File: src/rtl/nano_cpu_pkg.sv
// nano_cpu_pkg
// Shared definitions for the nano_cpu multicycle core: datapath widths, FSM
// state encodings, the opcode enumeration and the instruction field layout.
// No ports; imported by nano_cpu and nano_cpu_alu.

package nano_cpu_pkg;

    localparam int DATA_W = 16;
    localparam int ADDR_W = 8;
    localparam int NREG   = 16;
    localparam int RIDX_W = 4;

    // State codes kept as plain constants so external tools can decode state
    // values without knowing about the enum type.
    localparam logic [1:0] ST_FETCH = 2'd0;
    localparam logic [1:0] ST_EXEC  = 2'd1;
    localparam logic [1:0] ST_HALT  = 2'd2;

    typedef enum logic [1:0] {
        FETCH = ST_FETCH,
        EXEC  = ST_EXEC,
        HALT  = ST_HALT
    } state_t;

    // Opcodes 9..E are not listed: they decode as NOP.
    typedef enum logic [3:0] {
        OP_READ   = 4'h0,
        OP_JUMP   = 4'h1,
        OP_WRITE  = 4'h2,
        OP_BRANCH = 4'h3,
        OP_XOR    = 4'h4,
        OP_SUB    = 4'h5,
        OP_ADD    = 4'h6,
        OP_LESS   = 4'h7,
        OP_INC    = 4'h8,
        OP_END    = 4'hF
    } opcode_t;

    // op | t | a | b ; memory/branch target is {t, a}.
    typedef struct packed {
        logic [3:0] op;
        logic [3:0] t;
        logic [3:0] a;
        logic [3:0] b;
    } instr_t;

endpackage

File: src/rtl/nano_cpu_alu.sv
// nano_cpu_alu
// Combinational ALU for the register-to-register opcodes.
// Ports:
//   op_i     opcode of the instruction in EXEC
//   a_i      value of R[a]
//   b_i      value of R[b]
//   result_o 16-bit result (XOR, SUB, ADD, LESS, INC); zero for other opcodes

module nano_cpu_alu
    import nano_cpu_pkg::*;
(
    input  opcode_t           op_i,
    input  logic [DATA_W-1:0] a_i,
    input  logic [DATA_W-1:0] b_i,
    output logic [DATA_W-1:0] result_o
);

    always_comb begin
        result_o = '0;
        case (op_i)
            OP_XOR:  result_o = a_i ^ b_i;
            OP_SUB:  result_o = a_i - b_i;
            OP_ADD:  result_o = a_i + b_i;
            // Unsigned compare, result is a 0/1 flag.
            OP_LESS: result_o = (a_i < b_i) ? 16'h0001 : 16'h0000;
            // INC works on R[b], which arrives on b_i.
            OP_INC:  result_o = b_i + 16'd1;
            default: result_o = '0;
        endcase
    end

endmodule

File: src/rtl/nano_cpu.sv
// nano_cpu
// Minimal 16-bit multicycle CPU. Every instruction takes a FETCH cycle and an
// EXEC cycle; END parks the core in HALT until reset. Sits on a single memory
// port with combinational read and synchronous write.
// Ports:
//   ck       clock, all state updates on the rising edge
//   rst      synchronous active-high reset
//   address  memory address (PC on fetch, {t,a} on READ/WRITE)
//   dataR    memory read data, valid in the same cycle as address
//   dataW    memory write data, always R[b]
//   ce       memory access enable (fetch, READ, WRITE)
//   we       memory write enable (WRITE only)
// Memory handshake: there is no stall. The memory must return dataR in the
// cycle that address is presented with ce=1, and must commit dataW on the
// rising edge that ends a cycle with we=1.

module nano_cpu
    import nano_cpu_pkg::*;
(
    input  logic              ck,
    input  logic              rst,
    output logic [ADDR_W-1:0] address,
    input  logic [DATA_W-1:0] dataR,
    output logic [DATA_W-1:0] dataW,
    output logic              ce,
    output logic              we
);

    state_t              state_q, state_d;
    logic [ADDR_W-1:0]   pc_q, pc_d;
    instr_t              ir_q, ir_d;
    logic [DATA_W-1:0]   regs_q [NREG];

    logic                rf_we;
    logic [RIDX_W-1:0]   rf_waddr;
    logic [DATA_W-1:0]   rf_wdata;

    opcode_t             op;
    logic [ADDR_W-1:0]   target;
    logic [DATA_W-1:0]   rs_a;
    logic [DATA_W-1:0]   rs_b;
    logic [DATA_W-1:0]   alu_res;

    assign op     = opcode_t'(ir_q.op);
    assign target = {ir_q.t, ir_q.a};
    // Both sources come from the current register contents, so an
    // instruction may name the same register as source and destination.
    assign rs_a   = regs_q[ir_q.a];
    assign rs_b   = regs_q[ir_q.b];
    assign dataW  = rs_b;

    nano_cpu_alu u_alu (
        .op_i     (op),
        .a_i      (rs_a),
        .b_i      (rs_b),
        .result_o (alu_res)
    );

    // Next-state and register-file write control.
    always_comb begin
        state_d  = state_q;
        pc_d     = pc_q;
        ir_d     = ir_q;
        rf_we    = 1'b0;
        rf_waddr = ir_q.t;
        rf_wdata = alu_res;
        case (state_q)
            FETCH: begin
                ir_d    = instr_t'(dataR);
                pc_d    = pc_q + 8'd1;
                state_d = EXEC;
            end
            EXEC: begin
                state_d = FETCH;
                case (op)
                    OP_READ: begin
                        rf_we    = 1'b1;
                        rf_waddr = ir_q.b;
                        rf_wdata = dataR;
                    end
                    OP_JUMP:   pc_d = target;
                    OP_BRANCH: if (rs_b != '0) pc_d = target;
                    OP_XOR, OP_SUB, OP_ADD, OP_LESS: rf_we = 1'b1;
                    OP_INC: begin
                        rf_we    = 1'b1;
                        rf_waddr = ir_q.b;
                    end
                    OP_END:  state_d = HALT;
                    default: ;
                endcase
            end
            HALT:    state_d = HALT;
            default: state_d = FETCH;
        endcase
    end

    // Memory port: idle (address=PC) except on fetch and on READ/WRITE EXEC.
    // Reset forces the port fully quiet regardless of the current state.
    always_comb begin
        address = pc_q;
        ce      = 1'b0;
        we      = 1'b0;
        if (rst) begin
            address = '0;
        end else begin
            case (state_q)
                FETCH: ce = 1'b1;
                EXEC: begin
                    if (op == OP_READ) begin
                        address = target;
                        ce      = 1'b1;
                    end else if (op == OP_WRITE) begin
                        address = target;
                        ce      = 1'b1;
                        we      = 1'b1;
                    end
                end
                default: ;
            endcase
        end
    end

    always_ff @(posedge ck) begin
        if (rst) begin
            state_q <= FETCH;
            pc_q    <= '0;
            ir_q    <= '0;
            for (int i = 0; i < NREG; i++) begin
                regs_q[i] <= '0;
            end
        end else begin
            state_q <= state_d;
            pc_q    <= pc_d;
            ir_q    <= ir_d;
            if (rf_we) begin
                regs_q[rf_waddr] <= rf_wdata;
            end
        end
    end

endmodule

File: config.mk
export PLATFORM = sky130hd
export DESIGN_NAME = nano_cpu
export DESIGN_NICKNAME = d
export VERILOG_FILES = /design/src/rtl/nano_cpu_pkg.sv /design/src/rtl/nano_cpu_alu.sv /design/src/rtl/nano_cpu.sv
export SDC_FILE = /design/constraint.sdc
export NUM_CORES = 1
export LEC_CHECK = 0
export ABC_AREA = 1
export BUFFER_PORTS_ARGS = -buffer_cell sky130_fd_sc_hd__buf_2
export CAP_MARGIN = 5
export CORE_UTILIZATION = 30
export DETAILED_ROUTE_END_ITERATION = 8
export PLACE_DENSITY = 0.53
export SETUP_SLACK_MARGIN = 0.3
export SYNTH_ARGS = -nofsm -noshare
export SYNTH_HDL_FRONTEND = slang
export SYNTH_SLANG_ARGS = --single-unit
File: constraint.sdc
create_clock -name ck -period 7.6 [get_ports ck]
set_input_delay 1.14 -clock ck [delete_from_list [all_inputs] [get_ports ck]]
set_output_delay 1.14 -clock ck [all_outputs]
set_load 0.1 [all_outputs]
==> flow_metrics.tcl <==
set metrics [dict create \
    cpMaxStageDelayCell "dfxtp_4" \
    hold_viol 0 \
    cellPowerDensity_mw_per_mm2 250 \
    yosys.area_share.xor_xnor_pct 0.422 \
    rr_worst_depth 21 \
    cts_resized 0 \
    status "finished, final reports clean" \
    synthCells 2447 \
    post_cts_buffers 0 \
    dp.cells 3194 \
    grt_usage_pct 20.4 \
    p_leak_uw 0.00871 \
    synth_top_cells_by_area "edfxtp_1 (41%), nand2_1 (9.9%), inv_1 (6.8%)" \
    grt_pass1_vias 15900 \
    hold_end "ir_q[11]$_SDFFE_PP0P_" \
    fp.dieW_um 252 \
    cp_num_buf_inv 3 \
    async_flop_share_pct 0 \
    max_stage_delay_ps 670 \
    critPathLaunchType "flop" \
    crit_family "simple AND/OR/NAND/NOR gates" \
    cts_sinks 290 \
    clk_latency_ps 550 \
    tritoncts "yes" \
    drt_iter0_markers 1955 \
    period_minus_slack_ps 5320 \
    setup.worst_path.end_class "flop" \
    min_from "ir_q[11]$_SDFFE_PP0P_" \
    avgRoutedWirePerCell_um 20.0 \
    cts_buffers 37 \
    worst_pin_slew_ps 1210 \
    path_class "flop to flop" \
    setup_viol 0 \
    gp_congestion 0.914 \
    synth_adder_area_share_pct 2.42 \
    yosys.area.top_type "edfxtp_1" \
    path_cells "inv_2 -> nand2_1 -> nand3_1 -> nand3_1 -> nand3_1 -> nand2_1 -> ha_1 -> inv_1 -> fa_1 -> inv_1 -> nand3_1 -> nand2_1 -> a21oi_1 -> o21ai_0 -> nand2_1 -> nand2_1 -> nand2_1 -> nand3_1 -> o21ai_1 -> nor3_4 -> nor2_1" \
    synth.ff_latch_count 290 \
    num_vias 16700 \
    grt_pass1_wl_mm 97.1 \
    area_delta_synth_final_pct 9.40 \
    boundaryPins 44 \
    synthFlopType "edfxtp_1" \
    synth.mux.area_fraction_pct 0 \
    synth-seq-area-share_pct 44.8 \
    drc_errors 0 \
    crit_fanout 47 \
    fin_cells 3259 \
    final.setup_skew_ps 17.5 \
    ys_warn_count 0 \
    cts-root-buf "clkbuf_16" \
    cts_buffer_depth 3 \
    cp_data_arrival_time_ps 5580 \
    final_antenna_net_count 0 \
    dieArea_mm2 0.0633 \
    cp_common_cell "nand2_1" \
    antennaDiodeCount 0 \
    post-route-period-util_pct 70.0 \
    dr.pass1.iters 6 \
    synth.distinct_cells 55 \
    portBuffers 43 \
    finalWorstSetupSlack_ps 2280 \
    clk_transition_reported_paths_ps 60 \
    avgSynthCellArea_um2 7.64 \
    ctsHoldBuffers 0 \
    synth_compound_area_share_pct 14.2 \
    holdPathStages 2 \
    fin_tns_setup_ps 0 \
    htree_levels 2 \
    synth_top_area_share_pct 41.1 \
    hp-class "flop to flop" \
    initial_core_util_pct 30.4 \
    grt_setup_unrepaired "no" \
    multiInputGateArea_mm2 0.00803 \
    grt_overflow 0 \
    wirelength_mm 65.1 \
    syn-cell-area_mm2 0.0187 \
    ir_worst_vdd_uv 129 \
    nFillCells 6396 \
    seq_area_mm2 0.00838 \
    utilization_pct 33.2 \
    dp_hpwl_mm 44.5 \
    synth_top_family_by_area "simple AND/OR/NAND/NOR gates" \
    coreArea_mm2 0.0616 \
    ff2ff_setup_slack_ps 2280 \
    routed_via_density 5.11 \
    fin_hold_ws_ps 511 \
    die_height_um 252 \
    pre_cts_slack_ps 2380 \
    maxSlewHeadroom_pct 19.2 \
    slew_viol_final 0 \
    synth_edf_count 256 \
    max_freq_mhz 188 \
    grt_max_degree 143 \
    cp_data_required_time_ps 7860 \
    antenna_found_initial 1 \
    syn_nets 2500 \
    drive_gt1_share_pct 9.17 \
    rr_endpoint "regs_q[3][12]$_SDFFCE_PN0P_" \
    std_cell_rows 91 \
    drv_cap 0 \
    nets 2449 \
    yosys.area_share.simple_pct 25.9 \
]
[report_power, final]
part           total [µW]  internal, µW  switching, µW
clock network        1690           988            697
registers            1860          1800           58.4
logic                1560           385           1180
[worst register-to-register path, stage by stage (launching register included)]
cell,delay (ps)
dfxtp_4,670
inv_2,510
nand2_1,180
nand3_1,90
nand3_1,160
nand3_1,200
nand2_1,350
ha_1,200
inv_1,70
fa_1,430
inv_1,80
nand3_1,60
nand2_1,130
a21oi_1,140
o21ai_0,440
nand2_1,140
nand2_1,90
nand2_1,50
nand3_1,130
o21ai_1,120
nor3_4,680
nor2_1,110
[stage by stage]
stage | area, µm² | total power, µW
2_1_floorplan | 18700 | 2980
3_3_place_gp | 19300 | 3430
3_5_place_dp | 19300 | 3430
4_1_cts | 20500 | 5110
5_1_grt | 20500 | 5320
6_report | 20500 | 5110
[cell usage after synthesis, drive strengths merged, types with 2 or more instances]
cell type	number
fa	2
o221ai	18
ha	33
nor3	14
a31oi	2
o21bai	4
or2	23
o211ai	72
nand4	7
clkinv	3
nand3	241
o21ai	162
edfxtp	256
nor2	332
a21o	2
o22ai	3
a211oi	3
nand2	497
inv	383
clkbuf	56
buf	95
dfxtp	34
a21oi	182
nand3b	4
nor4	2
xnor2	3
xor2	6
[cell families after synthesis]
kind of cell / Yosys count
and+or+nand+nor: 1121
buffers and inverters: 537
AOI/OAI and AO/OA: 455
DFF: 290
adders and majority gates: 35
xor gates and xnor gates: 9
[worst max-delay path by stage]
stage / slack (ps) / cells past startpoint / to / start
finish: 2280 / 21 / regs_q[3][12]$_SDFFCE_PN0P_ / flop
global route: 1970 / 21 / regs_q[6][12]$_SDFFCE_PN0P_ / flop
CTS: 2360 / 21 / regs_q[3][12]$_SDFFCE_PN0P_ / flop
detailed placement: 2380 / 21 / regs_q[3][12]$_SDFFCE_PN0P_ / flop
global placement: 2410 / 21 / regs_q[3][12]$_SDFFCE_PN0P_ / flop
floorplan: 2280 / 2 / we / rst
[layout by cell type, fill, tap and decap left out, types with 42 or more instances in the layout]
cell | netlist | final
nand3_1 | 236 | 236
a21oi_1 | 174 | 174
o21ai_0 | 157 | 157
edfxtp_1 | 256 | 256
nand2_1 | 495 | 495
nor2_1 | 302 | 302
inv_2 | 42 | 42
o211ai_1 | 70 | 70
buf_2 | 56 | 43
inv_1 | 341 | 341
[cell type report]
type / count / share of cell area (%)
inverters: 386 / 7.08
repair buffers: 61 / 1.96
multi-input cells: 1620 / 39.3
well taps: 837 / 5.12
clock inverters: 13 / 0.349
flip-flops and latches: 290 / 41.0
clock buffers: 52 / 5.26
[registers in the layout, indices dropped and copies added, names as in the netlist, named ones only]
signal	count
state_q	2
ir_q	12
regs_q	256
op	4
pc_q	8
[metal layers]
metal | track usage [%] | share of wire [%] | vias up
met4 | 8.59 | 3.8 | 0
met2 | 32.6 | 45 | 669
met5 | 0 | 0 | -
li1 | - | - | 7929
met1 | 27.5 | 44 | 7942
met3 | 2.74 | 6.6 | 114
No activity file was read; power rests on OpenSTA's default activity.
